### config.mk
export PLATFORM = sky130hd
export DESIGN_NAME = ms_stopwatch
export DESIGN_NICKNAME = d
export VERILOG_FILES = /design/src/rtl/ms_stopwatch.sv
export SDC_FILE = /design/constraint.sdc
export NUM_CORES = 1
export LEC_CHECK = 0
export BUFFER_PORTS_ARGS = -buffer_cell sky130_fd_sc_hd__buf_2
export CAP_MARGIN = 20
export CORE_ASPECT_RATIO = 0.75
export CORE_MARGIN = 2
export CORE_UTILIZATION = 50
export CTS_CLUSTER_DIAMETER = 80
export CTS_CLUSTER_SIZE = 40
export DETAILED_ROUTE_END_ITERATION = 10
export PLACE_DENSITY = 0.66
export SLEW_MARGIN = 30
export SYNTH_ARGS = -nofsm -noshare
export SYNTH_HDL_FRONTEND = slang
export SYNTH_SLANG_ARGS = --single-unit
### constraint.sdc
create_clock -name clock -period 4.3 [get_ports clock]
set_clock_uncertainty 0.1 [all_clocks]
set_input_delay 0.86 -clock clock [delete_from_list [all_inputs] [get_ports clock]]
set_output_delay 0.86 -clock clock [all_outputs]
set_load 0.02 [all_outputs]
### src/rtl/ms_stopwatch.sv
// rtl/ms_stopwatch.sv - BCD m:ss.hh stopwatch core driven by a synchronized ~1 ms square wave.
// Both edges of ms_clk_in count as millisecond events; lap freezes the display while counting continues.
module ms_stopwatch #(
  parameter int MS_PER_HUNDREDTH = 10,
  parameter int SYNC_STAGES      = 2
) (
  input  logic       clock,
  input  logic       reset_n,
  input  logic       ms_clk_in,
  input  logic       start_stop,
  input  logic       clear,
  input  logic       lap,
  output logic [3:0] bcd_min,
  output logic [3:0] bcd_sec_tens,
  output logic [3:0] bcd_sec_ones,
  output logic [3:0] bcd_tenths,
  output logic [3:0] bcd_hundredths,
  output logic       running,
  output logic       lap_hold,
  output logic       overflow,
  output logic       hundredth_tick
);

  localparam int SUB_W = (MS_PER_HUNDREDTH > 1) ? $clog2(MS_PER_HUNDREDTH) : 1;
  localparam logic [SUB_W-1:0] SUB_MAX = SUB_W'(MS_PER_HUNDREDTH - 1);

  typedef enum logic [1:0] {S_IDLE, S_RUNNING, S_PAUSED, S_OVERFLOW} state_t;

  state_t                 r_state;
  logic [SYNC_STAGES-1:0] r_sync;
  logic                   r_prev;
  logic [SUB_W-1:0]       r_sub;
  logic [3:0]             r_min, r_sec_tens, r_sec_ones, r_tenths, r_hund;
  logic [3:0]             r_snap_min, r_snap_sec_tens, r_snap_sec_ones, r_snap_tenths, r_snap_hund;
  logic                   r_lap_hold;
  logic                   r_htick;

  logic                   w_tick, w_wrap, w_at_max, w_inc;
  logic [3:0]             w_n_min, w_n_sec_tens, w_n_sec_ones, w_n_tenths, w_n_hund;

  assign w_tick   = r_sync[SYNC_STAGES-1] ^ r_prev;
  assign w_wrap   = (r_state == S_RUNNING) && w_tick && (r_sub == SUB_MAX);
  assign w_at_max = (r_min == 4'd9) && (r_sec_tens == 4'd5) && (r_sec_ones == 4'd9) &&
                    (r_tenths == 4'd9) && (r_hund == 4'd9);
  assign w_inc    = w_wrap && !w_at_max;

  // Ripple carry through the digits; minutes never overflow because w_inc excludes 9:59.99.
  always_comb begin
    w_n_min      = r_min;
    w_n_sec_tens = r_sec_tens;
    w_n_sec_ones = r_sec_ones;
    w_n_tenths   = r_tenths;
    w_n_hund     = r_hund;
    if (w_inc) begin
      if (r_hund != 4'd9) w_n_hund = r_hund + 4'd1;
      else begin
        w_n_hund = 4'd0;
        if (r_tenths != 4'd9) w_n_tenths = r_tenths + 4'd1;
        else begin
          w_n_tenths = 4'd0;
          if (r_sec_ones != 4'd9) w_n_sec_ones = r_sec_ones + 4'd1;
          else begin
            w_n_sec_ones = 4'd0;
            if (r_sec_tens != 4'd5) w_n_sec_tens = r_sec_tens + 4'd1;
            else begin
              w_n_sec_tens = 4'd0;
              w_n_min      = r_min + 4'd1;
            end
          end
        end
      end
    end
  end

  always_ff @(posedge clock or negedge reset_n) begin
    if (!reset_n) begin
      r_state         <= S_IDLE;
      r_sync          <= '0;
      r_prev          <= 1'b0;
      r_sub           <= '0;
      r_min           <= 4'd0;
      r_sec_tens      <= 4'd0;
      r_sec_ones      <= 4'd0;
      r_tenths        <= 4'd0;
      r_hund          <= 4'd0;
      r_snap_min      <= 4'd0;
      r_snap_sec_tens <= 4'd0;
      r_snap_sec_ones <= 4'd0;
      r_snap_tenths   <= 4'd0;
      r_snap_hund     <= 4'd0;
      r_lap_hold      <= 1'b0;
      r_htick         <= 1'b0;
    end else begin
      r_sync  <= {r_sync[SYNC_STAGES-2:0], ms_clk_in};
      r_prev  <= r_sync[SYNC_STAGES-1];
      r_htick <= 1'b0;
      if (clear) begin
        r_state    <= S_IDLE;
        r_sub      <= '0;
        r_min      <= 4'd0;
        r_sec_tens <= 4'd0;
        r_sec_ones <= 4'd0;
        r_tenths   <= 4'd0;
        r_hund     <= 4'd0;
        r_lap_hold <= 1'b0;
      end else begin
        case (r_state)
          S_IDLE, S_PAUSED: begin
            if (start_stop) r_state <= S_RUNNING;
          end
          S_RUNNING: begin
            if (w_tick) r_sub <= (r_sub == SUB_MAX) ? '0 : r_sub + SUB_W'(1);
            r_min      <= w_n_min;
            r_sec_tens <= w_n_sec_tens;
            r_sec_ones <= w_n_sec_ones;
            r_tenths   <= w_n_tenths;
            r_hund     <= w_n_hund;
            r_htick    <= w_inc;
            // The snapshot takes the post-increment count so a same-cycle tick is included.
            if (lap) begin
              r_lap_hold      <= ~r_lap_hold;
              r_snap_min      <= w_n_min;
              r_snap_sec_tens <= w_n_sec_tens;
              r_snap_sec_ones <= w_n_sec_ones;
              r_snap_tenths   <= w_n_tenths;
              r_snap_hund     <= w_n_hund;
            end
            if (w_wrap && w_at_max) r_state <= S_OVERFLOW;
            else if (start_stop)    r_state <= S_PAUSED;
          end
          default: ;
        endcase
      end
    end
  end

  assign bcd_min        = r_lap_hold ? r_snap_min      : r_min;
  assign bcd_sec_tens   = r_lap_hold ? r_snap_sec_tens : r_sec_tens;
  assign bcd_sec_ones   = r_lap_hold ? r_snap_sec_ones : r_sec_ones;
  assign bcd_tenths     = r_lap_hold ? r_snap_tenths   : r_tenths;
  assign bcd_hundredths = r_lap_hold ? r_snap_hund     : r_hund;
  assign running        = (r_state == S_RUNNING);
  assign overflow       = (r_state == S_OVERFLOW);
  assign lap_hold       = r_lap_hold;
  assign hundredth_tick = r_htick;

endmodule
==> results.sh <==
export IMPL_crit_family="simple AND/OR/NAND/NOR gates"
export IMPL_die_x_um=88.56
export IMPL_ir_worst_vdd_uv=206.3
export IMPL_arrival_ps=2790
export IMPL_numCtsBuffers=5
export IMPL_clkLatencyLatePin_ps=300
export IMPL_p_per_area_mw_per_mm2=304.1
export IMPL_whs_ps=255.3
export IMPL_yosysTopAreaCell="dfrtp_1"
export IMPL_finalPower_mw=0.9011
export IMPL_p_clk_share_pct=29.9
export IMPL_io_buffer_count=29
export IMPL_p_int_mw=0.6647
export IMPL_start_kind="flip-flop"
export IMPL_drv_cap=0
export IMPL_area_growth_pct=10.50
export IMPL_setup_violations_final=0
export IMPL_worst_path_max_fanout=12
export IMPL_fin_tns_setup_ps=0
export IMPL_finalNetCount=312
export IMPL_worstMarginPinSlew_ps=858.3
export IMPL_outcome="complete, no violations"
export IMPL_ys_ff_latch=51
export IMPL_crit_chain="inv_1 > ha_1 > and3b_1 > nand3_1 > or3_1 > or4_1 > a31oi_1"
export IMPL_die_area_sq_mm=0.005971
export IMPL_cp_end_kind="flip-flop"
export IMPL_final_cell_mix="50 x dfrtp_1, 33 x nor2_1, 29 x buf_2"
export IMPL_drc=0
export IMPL_dp_hpwl_mm=3.877
export IMPL_die_h_um=67.42
export IMPL_leakagePower_nw=1.338
export IMPL_ctsHoldBuffers=0
export IMPL_crit_end="r_snap_sec_ones[2]$_DFFE_PN0P_"
export IMPL_clkTransAtPathRegs_ps=90
export IMPL_syn_nets=288
export IMPL_slowest_delay_ps=540
export IMPL_rsz0062_at_grt="no"
export IMPL_syn_inst=278
export IMPL_synth_area_top_cells="dfrtp_1 48%, mux2_2 6.3%, nor2_1 4.6%"
export IMPL_place_congestion=0.7975
export IMPL_grt_usage_pct=21.17
export IMPL_antenna_cells=0
export IMPL_cts_htree_levels=2
export IMPL_cp_depth=7
export IMPL_yosysSeqAreaShare_pct=47.60
export IMPL_core_area_sq_mm=0.005266
export IMPL_swShare_pct=26.24
export IMPL_postRouteAntennaNets=0
export IMPL_hold_viol=0
export IMPL_io_pins=30
export IMPL_rows=23
export IMPL_netlist_area_sq_mm=0.002681
export IMPL_cp_startpoint="r_sub[1]$_DFFE_PN0P_"
export IMPL_critPathSlowestCell="or3_1"
export IMPL_yosys_warnings=0
export IMPL_power_switching_mw=0.2364
export IMPL_regToRegEndpoint="r_snap_sec_ones[2]$_DFFE_PN0P_"
export IMPL_synth_cell_types=45
export IMPL_gr_total_overflow=0
export IMPL_avgRoutedWirePerCell_um=15.35
export IMPL_grt_antenna_before_repair=0
export IMPL_start_util_pct=50.91
export IMPL_ff2ff_setup_slack_ps=1630
export IMPL_grt_pass1_vias=1909
export IMPL_drt_iter0_markers=111
export IMPL_cp_required_ps=4420
export IMPL_drt_pass1_iter_count=4
export IMPL_post_cts_buffers=0
export IMPL_clockBufferDepth=2
export IMPL_stdcell_area_sq_mm=0.002963
export IMPL_cts_resized_gates=0
export IMPL_placed_cell_area_sq_mm=0.002880
export IMPL_reg2reg_depth=7
export IMPL_yosysTopAreaCellShare_pct=47.60
export IMPL_max_slew_margin_pct=42.57
export IMPL_wirelength_mm=5.802
export IMPL_seqPwrFrac_pct=59.6
export IMPL_root_buffer="clkbuf_8"
export IMPL_critPathBufInv=1
export IMPL_layout_min_cycle_time_ps=2672
export IMPL_layout_commonest_cell="dfrtp_1"
export IMPL_hold_class="flip-flop to flip-flop"
export IMPL_reg2reg_from="r_sub[1]$_DFFE_PN0P_"
export IMPL_cts_tree="built"
export IMPL_critPathKind="flip-flop to flip-flop"
export IMPL_combPwrFrac_pct=10.5
export IMPL_vias=2086
export IMPL_grt_max_degree=52
export IMPL_finalCritPeriodShare_pct=62.13
export IMPL_slew_violations=0
export IMPL_cts_num_sinks=51
export IMPL_grt_pass1_wl_mm=9.528
export IMPL_postLayoutCoreUtil_pct=56.26
export IMPL_fmax_mhz=374.3
export IMPL_viasPerCell=5.519
export IMPL_avgSynthCellArea_sq_um=9.645
export IMPL_drive_above_1_share_pct=21.45
[how the worst min path moves through the flow]
stage	startpoint	to	slack (ps)	cells past startpoint
final	r_sync[0]$_DFF_PN0_	r_sync[1]$_DFF_PN0_	260	0
after global routing	r_sync[0]$_DFF_PN0_	r_sync[1]$_DFF_PN0_	270	0
after CTS	r_sync[0]$_DFF_PN0_	r_sync[1]$_DFF_PN0_	260	0
after detailed placement	r_sync[0]$_DFF_PN0_	r_sync[1]$_DFF_PN0_	230	0
after global placement	r_sync[0]$_DFF_PN0_	r_sync[1]$_DFF_PN0_	230	0
after floorplan	r_sync[0]$_DFF_PN0_	r_sync[1]$_DFF_PN0_	230	0
[cells by family after synthesis]
family / Yosys count / synth area share (%)
adder cells (fa/ha/maj): 4 / 1.867
buffers and inverters: 21 / 3.033
AND/OR/NAND/NOR: 114 / 23.70
multiplexers: 19 / 7.979
XOR/XNOR: 9 / 2.940
flip-flops: 51 / 47.60
AO/OA/AOI/OAI: 60 / 12.88
[per-layer routing]
layer,GRT usage (%),wire length (um),up-vias,share of wire [%]
li1,-,-,1040,-
met1,31.91,2981,983,51
met2,30.26,2458,56,42
met3,3.912,300,7,5.2
met4,7.765,62,0,1.1
met5,0,0,-,0
[synth_stat cells (all sizes together)]
cell      n
a211oi    2
a21oi    17
a31o      1
a31oi    10
and2      5
and2b     2
and3      2
and3b     1
and4      1
and4bb    2
buf       2
clkbuf   12
dfrtp    51
ha        4
inv       7
mux2     16
mux2i     3
nand2    21
nand2b    2
nand3     9
nand3b    3
nand4     5
nor2     33
nor2b     5
nor3      7
nor3b     3
nor4      3
nor4b     1
o2111ai   1
o211ai    2
o21ai    23
o31ai     3
o41ai     1
or2       1
or3       4
or4       2
or4b      2
xnor2     4
xor2      5
[metrics by stage]
stage | setup slack [ps] | instances
3_3_place_gp | 1644 | 370
3_5_place_dp | 1633 | 370
5_1_grt | 1475 | 378
2_1_floorplan | 1810 | 278
4_1_cts | 1404 | 378
6_report | 1628 | 378
[state kept, by name, summed over array words and instances, names as in the netlist, 4 cells and up]
name             flops
r_snap_sec_tens      4
r_hund               4
r_snap_hund          4
r_min                4
r_snap_tenths        4
r_sub                4
r_snap_sec_ones      4
r_tenths             4
r_sec_ones           4
r_snap_min           4
r_sec_tens           4
[area by class of cell]
type | count | area, sq um
clock inverters | 1 | 5.005
multi-input cells | 206 | 1324
flip-flops and latches | 51 | 1277
fillers | 483 | 2303
clock buffers | 7 | 76.32
inverters | 7 | 26.28
repair buffers | 31 | 160.2
well taps | 75 | 93.84
[power groups by stage]
stage	combinational [mW]	sequential [mW]	clock [mW]
after floorplan	0.0689	0.536	0
after global placement	0.0944	0.545	0
after detailed placement	0.0968	0.546	0
after CTS	0.0972	0.537	0.278
after global routing	0.110	0.542	0.298
final	0.0946	0.537	0.269
Note: power is estimated with default switching activity, not from simulation.
